[config.mk]
export PLATFORM = sky130hd
export DESIGN_NAME = debug_strobe_ctrl_flat
export DESIGN_NICKNAME = d
export VERILOG_FILES = /design/src/rtl/debug_strobe_pkg.sv /design/src/rtl/debug_strobe_ctrl_if.sv /design/src/rtl/strobe_timer.sv /design/src/rtl/debug_strobe_ctrl.sv /design/src/flat_wrapper.sv
export SDC_FILE = /design/constraint.sdc
export NUM_CORES = 1
export LEC_CHECK = 0
export CAP_MARGIN = 20
export CORE_MARGIN = 3
export CORE_UTILIZATION = 44
export CTS_CLUSTER_DIAMETER = 120
export DETAILED_ROUTE_END_ITERATION = 6
export PLACE_DENSITY = 0.77
export SLEW_MARGIN = 15
export SYNTH_ARGS = -nofsm -noshare
export SYNTH_HDL_FRONTEND = slang
export SYNTH_HIERARCHICAL = 1
export SYNTH_SLANG_ARGS = --single-unit
[constraint.sdc]
create_clock -name clk -period 3.62 [get_ports clk]
set_clock_uncertainty 0.1 [all_clocks]
set_input_delay 0.724 -clock clk [delete_from_list [all_inputs] [get_ports clk]]
set_output_delay 0.724 -clock clk [all_outputs]
set_load 0.01 [all_outputs]
[src/rtl/debug_strobe_pkg.sv]
// Shared state encoding and default widths for the debug strobe controller.
// Pure declarations: no timing or flow-control behaviour lives here.
package debug_strobe_pkg;

    localparam int PERIOD_W_DEF = 16;
    localparam int COUNT_W_DEF  = 8;

    typedef enum logic [1:0] {
        IDLE = 2'd0,
        RUN  = 2'd1,
        DONE = 2'd2
    } state_t;

endpackage

[src/rtl/debug_strobe_ctrl_if.sv]
// Control and status bundle between a strobe requester and debug_strobe_ctrl.
// Requests are level-sampled each edge; status outputs are registered.
interface debug_strobe_ctrl_if
    import debug_strobe_pkg::*;
#(
    parameter int PERIOD_W = PERIOD_W_DEF,
    parameter int COUNT_W  = COUNT_W_DEF
);
    logic                start;
    logic                stop;
    logic [PERIOD_W-1:0] period;
    logic [COUNT_W-1:0]  count;
    logic                en_out;
    logic                busy;
    logic                done;
    logic [COUNT_W-1:0]  pulse_cnt;

    modport master (
        output start, stop, period, count,
        input  en_out, busy, done, pulse_cnt
    );

    modport slave (
        input  start, stop, period, count,
        output en_out, busy, done, pulse_cnt
    );
endinterface

[src/rtl/strobe_timer.sv]
// Reloading period down-counter; expire marks the cycle before each strobe edge.
// load wins over run; expire is qualified by run, so it never fires while parked.
module strobe_timer #(
    parameter int W = 16
) (
    input  logic         clk,
    input  logic         reset,
    input  logic         load,
    input  logic [W-1:0] load_val,
    input  logic         run,
    output logic         expire
);

    logic [W-1:0] per_q;
    logic [W-1:0] cnt_q;

    // Loading val-1 makes expire land in the cycle ending at edge k+val.
    always_ff @(posedge clk or negedge reset) begin
        if (!reset) begin
            per_q <= '0;
            cnt_q <= '0;
        end else if (load) begin
            per_q <= load_val;
            cnt_q <= load_val - W'(1);
        end else if (run) begin
            cnt_q <= (cnt_q == '0) ? (per_q - W'(1)) : (cnt_q - W'(1));
        end
    end

    assign expire = run && (cnt_q == '0);

endmodule

[src/rtl/debug_strobe_ctrl.sv]
// Issues N one-cycle en_out strobes every P cycles after start (N=0: until stop).
// First strobe follows the accepting edge by P edges; all outputs are registered.
module debug_strobe_ctrl
    import debug_strobe_pkg::*;
#(
    parameter int PERIOD_W = PERIOD_W_DEF,
    parameter int COUNT_W  = COUNT_W_DEF
) (
    input  logic                clk,
    input  logic                reset,
    debug_strobe_ctrl_if.slave  bus
);

    state_t               state;
    logic [COUNT_W-1:0]   n_q;
    logic [COUNT_W-1:0]   pcnt_q;
    logic                 fin_q;
    logic                 en_q;
    logic                 busy_q;
    logic                 done_q;
    logic                 accept;
    logic                 run;
    logic                 expire;
    logic [PERIOD_W-1:0]  p_eff;

    assign accept = (state == IDLE) && bus.start && !bus.stop;
    assign run    = (state == RUN);
    assign p_eff  = (bus.period == '0) ? PERIOD_W'(1) : bus.period;

    strobe_timer #(.W(PERIOD_W)) u_timer (
        .clk      (clk),
        .reset    (reset),
        .load     (accept),
        .load_val (p_eff),
        .run      (run),
        .expire   (expire)
    );

    // fin_q marks that strobe N was just issued; the following edge moves to DONE.
    always_ff @(posedge clk or negedge reset) begin
        if (!reset) begin
            state  <= IDLE;
            n_q    <= '0;
            pcnt_q <= '0;
            fin_q  <= 1'b0;
            en_q   <= 1'b0;
            busy_q <= 1'b0;
            done_q <= 1'b0;
        end else begin
            case (state)
                IDLE: begin
                    en_q   <= 1'b0;
                    done_q <= 1'b0;
                    if (accept) begin
                        state  <= RUN;
                        busy_q <= 1'b1;
                        n_q    <= bus.count;
                        pcnt_q <= '0;
                        fin_q  <= 1'b0;
                    end
                end
                RUN: begin
                    if (bus.stop) begin
                        state  <= IDLE;
                        busy_q <= 1'b0;
                        en_q   <= 1'b0;
                        fin_q  <= 1'b0;
                    end else if (fin_q) begin
                        state  <= DONE;
                        busy_q <= 1'b0;
                        en_q   <= 1'b0;
                        done_q <= 1'b1;
                        fin_q  <= 1'b0;
                    end else if (expire) begin
                        en_q   <= 1'b1;
                        pcnt_q <= pcnt_q + COUNT_W'(1);
                        fin_q  <= (n_q != '0) && ((pcnt_q + COUNT_W'(1)) == n_q);
                    end else begin
                        en_q   <= 1'b0;
                    end
                end
                DONE: begin
                    state  <= IDLE;
                    done_q <= 1'b0;
                end
                default: begin
                    state  <= IDLE;
                    busy_q <= 1'b0;
                    en_q   <= 1'b0;
                    done_q <= 1'b0;
                    fin_q  <= 1'b0;
                end
            endcase
        end
    end

    assign bus.en_out    = en_q;
    assign bus.busy      = busy_q;
    assign bus.done      = done_q;
    assign bus.pulse_cnt = pcnt_q;

endmodule
[src/flat_wrapper.sv]
// flat-port wrapper written by rule: the top's interface ports become plain ports
module debug_strobe_ctrl_flat import debug_strobe_pkg::*;
#(
    parameter int PERIOD_W = PERIOD_W_DEF,
    parameter int COUNT_W  = COUNT_W_DEF
)
  (clk, reset, bus_start, bus_stop, bus_period, bus_count, bus_en_out, bus_busy, bus_done, bus_pulse_cnt);
  debug_strobe_ctrl_if #(.PERIOD_W(PERIOD_W), .COUNT_W(COUNT_W)) bus_i ();
  input  logic clk;
  input  logic reset;
  input wire logic [$bits(bus_i.start)-1:0] bus_start;
  input wire logic [$bits(bus_i.stop)-1:0] bus_stop;
  input wire logic [$bits(bus_i.period)-1:0] bus_period;
  input wire logic [$bits(bus_i.count)-1:0] bus_count;
  output wire logic [$bits(bus_i.en_out)-1:0] bus_en_out;
  output wire logic [$bits(bus_i.busy)-1:0] bus_busy;
  output wire logic [$bits(bus_i.done)-1:0] bus_done;
  output wire logic [$bits(bus_i.pulse_cnt)-1:0] bus_pulse_cnt;
  assign bus_i.start = bus_start;
  assign bus_i.stop = bus_stop;
  assign bus_i.period = bus_period;
  assign bus_i.count = bus_count;
  assign bus_en_out = bus_i.en_out;
  assign bus_busy = bus_i.busy;
  assign bus_done = bus_i.done;
  assign bus_pulse_cnt = bus_i.pulse_cnt;
  debug_strobe_ctrl #(.PERIOD_W(PERIOD_W), .COUNT_W(COUNT_W)) u_core (.clk(clk), .reset(reset), .bus(bus_i));
endmodule
==> impl_results.md, run 1 <==
* Run status: finished, final reports clean
* DR top layer: met4
* Register bit count reported by yosys at 54
* PwrDens at 499.7 mW/mm^2
* WS Path Type: input pin to flop
* Worst setup margin at about 0.2 ns
* Critical Path RT at ~3.8 ns
* Largest net degree at the start of global routing at 37
* Worst relative slew slack at 56.71%
* CTS Sinks at 54
* CP endpoint kind: flop
* Wl on met1 at about 3600 um
* Data arrival, critical path at approximately 3.6 ns
* Placed Instances at 486
* Post-synth cell types at 66
* Met2 WL post-DR at 3884 um
* CTS HTree Levels at 2
* Layout cells sized above 1 at ~16%
* DP HPWL at slightly below 6000 um
* Reg-to-reg critical path endpoint: u_core/u_timer/cnt_q[12]$_DFFE_PN0P_
* Internal power at 1.263 mW
* Simple-Gate Fraction of Synth Area at 21.03%
* Reg-to-reg startpoint: u_core/u_timer/cnt_q[3]$_DFFE_PN0P_
* ANT nets after route at 0
* Post-CTS Repair Setup Buffers at 0
* Syn_nets at between 300 and 400
* R2R Setup Slk at approximately 0.45 ns
* Clock power frac at 22.5%
* Post-Synthesis Cell Area at 0.003278 mm^2
* Via count at about 2,800
* Seq pwr share at roughly 45%
* Fmax at around 300 MHz
* Clock slew at reported path FFs at between 0.1 and 0.15 ns
* Least-Margin Pin Slew at 0.6434 ns
* TritonRoute pass-1 iters at 4
* Post-synth ARST share at 100.0%
* Register area share after synthesis at 41.22%
* GRT overflow at 0
* I/O pins at 39
* Placed inst area at approximately 0.0038 mm^2
* Final Instance Count excl. Fillers at 494
* Post-synth EDFFs at 0
* Resized Gates After CTS at 0
* Global Route Usage Sum at a little under a fifth
* Commonest non-fill, non-tap cell in the layout: dfrtp_1
* Final Cell Area at roughly 0.0039 mm^2
* Worst R2R Path Depth at 11
* Total negative setup slack at 0 ns
* Max-cap violations at 0
* Combinational fraction of design power at between 30% and 40%
* Crit-path max FO at 11
* Synth Area in Compound Gates at a little over a fifth
* Most used DFF post-synth: dfrtp_1
* Fin crit period at 3.424 ns
* VDD IR max at around 0.00027 V
* Core ar. at ~0.007 mm^2
* Maximum root-to-sink buffer count at 2
* CTS tree: yes
* Clock root buffer: clkbuf_8
* First-pass GRT wire length at approximately 13,000 um
* Multiplexer share of the synthesized area at under 10%
* Wirelength per Cell at between 15 and 20 um
* Antenna violations before repair at 0
* PortBufs at 38
* Drt initial violations at around 180
* # setup viols final at 0
* CTS Buf Count at 5
* Mapped Cells at 364
* N_diodes at 0
* Hold Path Class: input pin to asynchronous set/reset pin
* Drt total wl at 7886 um
* CTS Hold Buffers Added at 0
* Setup crit start kind: input pin
* Yosys warnings at 6
* Routability cong. at 0.8864
* Clk Latency, worst-skew pair at around 0.31 ns
* Psw at 0.6733 mW
* Vias in the first global route at roughly 2,800
* Final Util at between 50% and 60%
* Vias per cell at between 5 and 6
* Leak at 1.576 nW
* # nets final at about 430
* Endpoints failing hold at 0
* DP Worst Slack at -0.06672 ns
* Post-synthesis adder-cell area fraction at 0.7634%
* Final Hold Slack at 0.2259 ns
* Largest family of logic cells by synthesized area: compound AO/OA/AOI/OAI gates
* Area Growth Syn to Fin at 18.21%
* Die height at between 90 and 100 um
* Period utilization at a little over nine tenths
* RSZ-0062 raised after global routing: no
* Most frequent cells in the layout: 54 x dfrtp_1, 41 x o21ai_0, 37 x clkdlybuf4s50_1
* Pwr Total at 1.936 mW
* Met3 WL post-DR at about 310 um
* FP Rows at 30
* Die area at approximately 0.0085 mm^2
* Pins Over Slew Limit at 0
* Post-synthesis xor/xnor area fraction at just under 3%
* DRC errors left at 0
* Sw frac at a little over a third
* Die width at ~92 um
* Initial Util at a little under half
* Synthesized area per cell at 9.006 um^2
==> logic make-up (layout without fill, tap and decap cells) <==
group / after synthesis / after routing
AO/OA/AOI/OAI: 110 / 110
adder cells (fa/ha/maj): 2 / 2
AND/OR/NAND/NOR: 125 / 125
flip-flops: 54 / 54
XOR/XNOR: 11 / 11
buffers and inverters: 45 / 79
multiplexers: 17 / 17
==> cells in the mapped netlist, types with 4 or more instances <==
library cell | instances | area (um^2)
nand2b_1 | 7 | 43.79
inv_1 | 12 | 45.04
nor3_1 | 6 | 30.03
nor4_1 | 8 | 50.05
or3_1 | 4 | 25.02
xnor2_1 | 7 | 61.31
dfrtp_1 | 54 | 1351
a31oi_1 | 13 | 81.33
mux2_2 | 14 | 157.7
nand3_1 | 4 | 20.02
xor2_1 | 4 | 35.03
buf_2 | 4 | 20.02
nand2_1 | 34 | 127.6
a21oi_1 | 17 | 85.08
clkbuf_1 | 20 | 75.07
nor2_1 | 26 | 97.59
o31ai_1 | 11 | 82.58
o21ai_0 | 41 | 205.2
==> registers in the layout (all words and copies together), names as in the netlist <==
register,count
u_core/bus.en_out,1
u_core/u_timer/per_q,16
u_core/u_timer/cnt_q,16
u_core/bus.done,1
u_core/fin_q,1
u_core/state,2
u_core/n_q,8
u_core/bus.pulse_cnt,8
u_core/bus.busy,1
==> routing by layer <==
metal,GRT usage [%],vias to the layer above
li1,-,1373
met1,25.10,1388
met2,32.27,56
met3,3.493,9
met4,4.579,0
met5,0,-
==> layout make-up <==
type | instances | area [um^2]
Fill cell | 646 | 3144
Tap cell | 96 | 120.1
Clock inverter | 2 | 38.79
Clock buffer | 6 | 82.58
Sequential cell | 54 | 1351
Multi-Input combinational cell | 265 | 1712
Inverter | 14 | 52.55
Timing Repair Buffer | 57 | 518.0
==> critical path, stage by stage <==
cell             delay, ns
clkdlybuf4s50_1       0.45
or3b_4                0.40
nor2_4                0.29
inv_2                 0.10
a21boi_0              0.35
o21ai_1               0.14
or2_1                 0.38
or4_1                 0.53
a31oi_1               0.18
==> power groups by stage <==
stage          sequential [mW]  clock [mW]  combinational [mW]
6_report                 0.878       0.435               0.623
2_1_floorplan            0.843           0               0.443
5_1_grt                  0.898       0.466               0.700
3_5_place_dp             0.885           0               0.617
4_1_cts                  0.876       0.446               0.619
3_3_place_gp             0.882           0               0.592
==> how the worst max path moves through the flow <==
stage | slack (ns) | end | startpoint
detailed placement | -0.07 | u_core/u_timer/cnt_q[11]$_DFFE_PN0P_ | bus_start
global placement | 0.04 | u_core/u_timer/cnt_q[15]$_DFFE_PN0P_ | bus_start
floorplan | 0.02 | u_core/u_timer/cnt_q[12]$_DFFE_PN0P_ | bus_stop
global route | 0.11 | u_core/u_timer/cnt_q[12]$_DFFE_PN0P_ | bus_start
finish | 0.20 | u_core/u_timer/cnt_q[15]$_DFFE_PN0P_ | bus_start
CTS | 0.26 | u_core/u_timer/cnt_q[11]$_DFFE_PN0P_ | bus_start
No activity file was read; power rests on OpenSTA's default activity.
==> run 2, diff against run 1 <==
CORE_MARGIN = not set   (was 3)
==> impl_results.md, run 2 (synthesis gave the netlist of run 1 again) <==
* Run status: finished, final reports clean
* Crit-path cells: clkdlybuf4s50_1 -> or3b_4 -> nor2_4 -> inv_2 -> o31ai_1 -> o31ai_1 -> or2_1 -> or4_1 -> a31oi_1
* Drt initial violations at 128 (-28%)
* Placed inst area at 0.003742 mm^2 (-0.30%)
* Leak at 1.562 nW (-0.86%)
* Via count at 2,896 (+2.5%)
* Die area at 0.007800 mm^2 (-8.5%)
* N_diodes at 0 (unchanged)
* Core ar. at 0.007214 mm^2 (+2.8%)
* Largest net degree at the start of global routing at 30 (-19%)
* Die width at 88.32 um (-4.3%)
* PwrDens at 501.8 mW/mm^2 (+0.41%)
* Worst R2R Path Depth at 11 (unchanged)
* Most frequent cells in the layout: 54 x dfrtp_1, 41 x o21ai_0, 37 x clkdlybuf4s50_1
* Final Util at 53.43% (-1.8 points)
* CP endpoint kind: flop
* Largest registers: u_core/u_timer/cnt_q x16, u_core/u_timer/per_q x16
* Crit-path max FO at 11 (unchanged)
* Commonest non-fill, non-tap cell in the layout: dfrtp_1
* # setup viols final at 0 (unchanged)
* Wirelength per Cell at 15.85 um (-0.68%)
* Clock slew at reported path FFs at 0.10 ns (about the same)
* Worst relative slew slack at 60.53% (+3.8 points)
* CTS Buf Count at 5 (unchanged)
* Setup crit start kind: input pin
* DP Worst Slack at -0.01388 ns (+0.05285 ns)
* Post-CTS Repair Setup Buffers at 0 (unchanged)
* Vias per cell at 5.851 (+2.3%)
* Final Instance Count excl. Fillers at 495 (+0.20%)
* Placed Instances at 487 (+0.21%)
* Critical Path RT at 3.73 ns (-0.02 ns)
* Fin crit period at 3.424 ns (-0.0004530 ns)
* PortBufs at 38 (unchanged)
* Data arrival, critical path at 3.53 ns (-0.02 ns)
* Max-cap violations at 0 (unchanged)
* WS Path Type: input pin to flop
* Clk Latency, worst-skew pair at 0.31 ns (about the same)
* CTS Sinks at 54 (unchanged)
* CTS Hold Buffers Added at 0 (unchanged)
* Crit-path max cell delay at 0.54 ns (about the same)
* Worst setup margin at 0.1962 ns (+0.0004530 ns)
* Reg-to-reg startpoint: u_core/u_timer/cnt_q[3]$_DFFE_PN0P_
* Period utilization at 94.58% (about the same)
* Antenna violations before repair at 0 (unchanged)
* CTS tree: yes
* I/O pins at 39 (unchanged)
* RSZ-0062 raised after global routing: no
* Reg-to-reg critical path endpoint: u_core/u_timer/cnt_q[12]$_DFFE_PN0P_
* Die height at 88.32 um (-4.3%)
* Global Route Usage Sum at 21.27% (+2.3 points)
* FP Rows at 31 (+3.3%)
* Final Cell Area at 0.003855 mm^2 (-0.52%)
* GRT overflow at 0 (unchanged)
* Hold Path Class: input pin to asynchronous set/reset pin
* VDD IR max at 0.0002069 V (-24%)
* # nets final at 425 (-0.47%)
* Layout cells sized above 1 at 15.91% (-0.42 points)
* Endpoints failing hold at 0 (unchanged)
* DP HPWL at 5818 um (-2.1%)
* Most frequent CP cell: o31ai_1
* Fmax at 292.1 MHz (about the same)
* Drt total wl at 7848 um (-0.48%)
* Resized Gates After CTS at 0 (unchanged)
* ANT nets after route at 0 (unchanged)
* Area Growth Syn to Fin at 17.60%
* Critical-path cell with the highest stage delay: or4_1
* DRC errors left at 0 (unchanged)
* Final Hold Slack at 0.3098 ns (+0.08394 ns)
* Initial Util at 45.44% (-1.3 points)
* TritonRoute pass-1 iters at 4 (unchanged)
* Vias in the first global route at 2,832 (+0.57%)
* Maximum root-to-sink buffer count at 2 (unchanged)
* First-pass GRT wire length at 12,970 um (-1.8%)
* Routability cong. at 0.8827 (-0.42%)
* CTS HTree Levels at 2 (unchanged)
* R2R Setup Slk at 0.62 ns (+0.17 ns)
* Pins Over Slew Limit at 0 (unchanged)
* Clock root buffer: clkbuf_8
* Least-Margin Pin Slew at 0.5846 ns (-0.05877 ns)
==> run 2: per-stage QoR <==
| stage | power, mW | setup TNS, ns |
|---|---|---|
| floorplan | 1.286 | 0 |
| global placement | 1.483 | 0 |
| detailed placement | 1.511 | -0.01388 |
| CTS | 1.937 | 0 |
| global route | 2.062 | 0 |
| finish | 1.934 | 0 |
==> run 2: cell type report <==
class	count	area [um^2]
tap	99	123.9
clock buffer	5	68.82
timing repair buffer	55	503.0
inverter	14	52.55
clock inverter	3	43.79
sequential	54	1351
fill	651	3359
multi-input combinational	265	1712
==> run 2: critical path, delay by kind of cell <==
family,cells,cell delay (ns)
AOI/OAI and AO/OA,3,0.70
and+or+nand+nor,4,1.57
buffers and inverters,2,0.54
==> run 2: worst max path at each step <==
stage	start	endpoint	cells past startpoint
6_report	bus_stop	u_core/u_timer/cnt_q[7]$_DFFE_PN0P_	9
5_1_grt	bus_stop	u_core/u_timer/cnt_q[7]$_DFFE_PN0P_	9
4_1_cts	bus_stop	u_core/u_timer/cnt_q[7]$_DFFE_PN0P_	9
3_5_place_dp	bus_stop	u_core/u_timer/cnt_q[11]$_DFFE_PN0P_	9
3_3_place_gp	bus_start	u_core/u_timer/cnt_q[15]$_DFFE_PN0P_	9
2_1_floorplan	bus_stop	u_core/u_timer/cnt_q[12]$_DFFE_PN0P_	14
==> run 2: report_power, final <==
group / internal (mW) / switching (mW)
logic: 0.301 / 0.333
clock network: 0.208 / 0.209
registers: 0.740 / 0.143
==> run 2: layer usage <==
metal | up-vias | part of all wire [%] | global-route usage [%]
met4 | 0 | 1.4 | 7.918
li1 | 1373 | - | -
met1 | 1403 | 44 | 25.40
met2 | 103 | 49 | 38.11
met3 | 17 | 5.3 | 3.825
met5 | - | 0 | 0
==> run 3, diff against run 2 <==
CORE_MARGIN = 4   (was not set)
==> impl_results.md, run 3 (synthesis gave the netlist of run 1 again) <==
* Commonest non-fill, non-tap cell in the layout: dfrtp_1
* Routability cong. at 0.9327 (+5.7%)
* Clock power frac at 22.1% (+0.5 points)
* Vias per cell at 5.851 (unchanged)
* DP HPWL at 5956 um (+2.4%)
* N_diodes at 0 (unchanged)
* Run status: finished, final reports clean
* # nets final at 425 (unchanged)
* Clock slew at reported path FFs at 0.11 ns (about the same)
* Wirelength per Cell at 16.15 um (+1.8%)
* TritonRoute pass-1 iters at 5 (+1)
* Sw frac at 35.43% (about the same)
* Worst relative slew slack at 40.13% (-20 points)
* Largest registers: u_core/u_timer/cnt_q x16, u_core/u_timer/per_q x16
* Pwr Total at 1.931 mW (-0.16%)
* Max-cap violations at 0 (unchanged)
* PwrDens at 500.5 mW/mm^2 (-0.26%)
* Fmax at 296.2 MHz (+1.4%)
* FP Rows at 31 (unchanged)
* Area Growth Syn to Fin at 17.71% (about the same)
* Maximum root-to-sink buffer count at 2 (unchanged)
* Core ar. at 0.007253 mm^2 (+0.54%)
* Die area at 0.008895 mm^2 (+14%)
* Vias in the first global route at 2,840 (+0.28%)
* Leak at 1.564 nW (about the same)
* VDD IR max at 0.0002711 V (+31%)
* Via count at 2,896 (unchanged)
* RSZ-0062 raised after global routing: no
* Least-Margin Pin Slew at 0.8948 ns (+0.3102 ns)
* Drt total wl at 7992 um (+1.8%)
* Placed inst area at 0.003742 mm^2 (unchanged)
* PortBufs at 38 (unchanged)
* Data arrival, critical path at 3.51 ns (-0.02 ns)
* CTS tree: yes
* Largest net degree at the start of global routing at 39 (+30%)
* Crit-path max FO at 10 (-1)
* Fin crit period at 3.376 ns (-0.04800 ns)
* Antenna violations before repair at 0 (unchanged)
* Initial Util at 45.20% (-0.24 points)
* Critical Path RT at 3.75 ns (+0.02 ns)
* Resized Gates After CTS at 0 (unchanged)
* CP endpoint kind: flop
* CTS HTree Levels at 2 (unchanged)
* CTS Hold Buffers Added at 0 (unchanged)
* Most frequent cells in the layout: 54 x dfrtp_1, 41 x o21ai_0, 37 x clkdlybuf4s50_1
* CTS Sinks at 54 (unchanged)
* Layout cells sized above 1 at 15.91% (unchanged)
* Post-CTS Repair Setup Buffers at 0 (unchanged)
* Hold Path Class: input pin to asynchronous set/reset pin
* I/O pins at 39 (unchanged)
* Setup crit start kind: input pin
* Pins Over Slew Limit at 0 (unchanged)
* Clk Latency, worst-skew pair at 0.31 ns (about the same)
* Drt initial violations at 233 (+82%)
* Period utilization at 93.25% (-1.3 points)
* # setup viols final at 0 (unchanged)
* CTS Buf Count at 5 (unchanged)
* Psw at 0.6843 mW (-0.12%)
* Global Route Usage Sum at 18.76% (-2.5 points)
* Final Hold Slack at 0.3965 ns (+0.08664 ns)
* Final Cell Area at 0.003859 mm^2 (about the same)
* Total negative setup slack at 0 ns (unchanged)
* Die height at 94.32 um (+6.8%)
* Internal power at 1.247 mW (-0.19%)
* WS Path Type: input pin to flop
* Endpoints failing hold at 0 (unchanged)
* Clock root buffer: clkbuf_8
* Final Util at 53.20% (-0.23 points)
* GRT overflow at 0 (unchanged)
* First-pass GRT wire length at 13,320 um (+2.8%)
* Die width at 94.32 um (+6.8%)
* Combinational fraction of design power at 32.4% (-0.4 points)
* Seq pwr share at 45.5% (about the same)
* ANT nets after route at 0 (unchanged)
* DRC errors left at 0 (unchanged)
==> run 3: cell counts in the layout (fill, tap and decap cells not counted) <==
Identical to the previous run, type by type.
==> run 3: routing by layer <==
layer,up-vias,share of wire [%],global-route usage (%)
met5,-,0,0
met4,0,2.2,6.137
met3,17,5.5,3.446
met2,105,49,31.91
met1,1406,43,24.09
li1,1368,-,-
==> run 3: path summary, 6_finish.rpt <==
| kind | startpoint | endpoint | slack (ns) | cells past startpoint |
|---|---|---|---|---|
| max | bus_start | u_core/u_timer/cnt_q[15]$_DFFE_PN0P_ | 0.24 | 10 |
| min | reset | u_core/u_timer/cnt_q[3]$_DFFE_PN0P_ | 0.40 | 1 |
| max reg2reg | u_core/state[1]$_DFFE_PN0P_ | u_core/u_timer/cnt_q[15]$_DFFE_PN0P_ | 0.66 | 9 |
| min reg2reg | u_core/u_timer/per_q[12]$_DFFE_PN0P_ | u_core/u_timer/per_q[12]$_DFFE_PN0P_ | 0.40 | 2 |
| max in group asynchronous | reset | u_core/u_timer/per_q[13]$_DFFE_PN0P_ | 2.26 | 2 |
| min in group clk | u_core/u_timer/per_q[12]$_DFFE_PN0P_ | u_core/u_timer/per_q[12]$_DFFE_PN0P_ | 0.40 | 2 |
==> run 3: metrics by stage <==
stage | std cells | worst slack [ns]
2_1_floorplan | 364 | 0.02472
4_1_cts | 495 | 0.2648
5_1_grt | 495 | 0.09950
6_report | 495 | 0.2442
3_5_place_dp | 487 | -0.05103
3_3_place_gp | 487 | 0.04379
==> run 3: final cells by class <==
type                    instances  area, um^2
well taps                      99       123.9
multi-input cells             265        1712
flip-flops and latches         54        1351
inverters                      14       52.55
clock inverters                 3       47.55
repair buffers                 55       503.0
fillers                       674        3395
clock buffers                   5       68.82
==> run 3: power groups by stage <==
| stage | combinational, mW | sequential (mW) | clock, mW |
|---|---|---|---|
| floorplan | 0.443 | 0.843 | 0 |
| global placement | 0.592 | 0.885 | 0 |
| detailed placement | 0.622 | 0.884 | 0 |
| CTS | 0.622 | 0.875 | 0.437 |
| global route | 0.694 | 0.899 | 0.464 |
| finish | 0.626 | 0.879 | 0.426 |
==> run 3: critical path, cell delays in order <==
cell	delay [ns]
clkdlybuf4s50_1	0.46
or3b_4	0.40
nor2_4	0.28
buf_4	0.22
mux2i_1	0.23
o21ai_0	0.11
a21oi_1	0.21
o2111ai_2	0.16
or4_1	0.54
a31oi_1	0.18
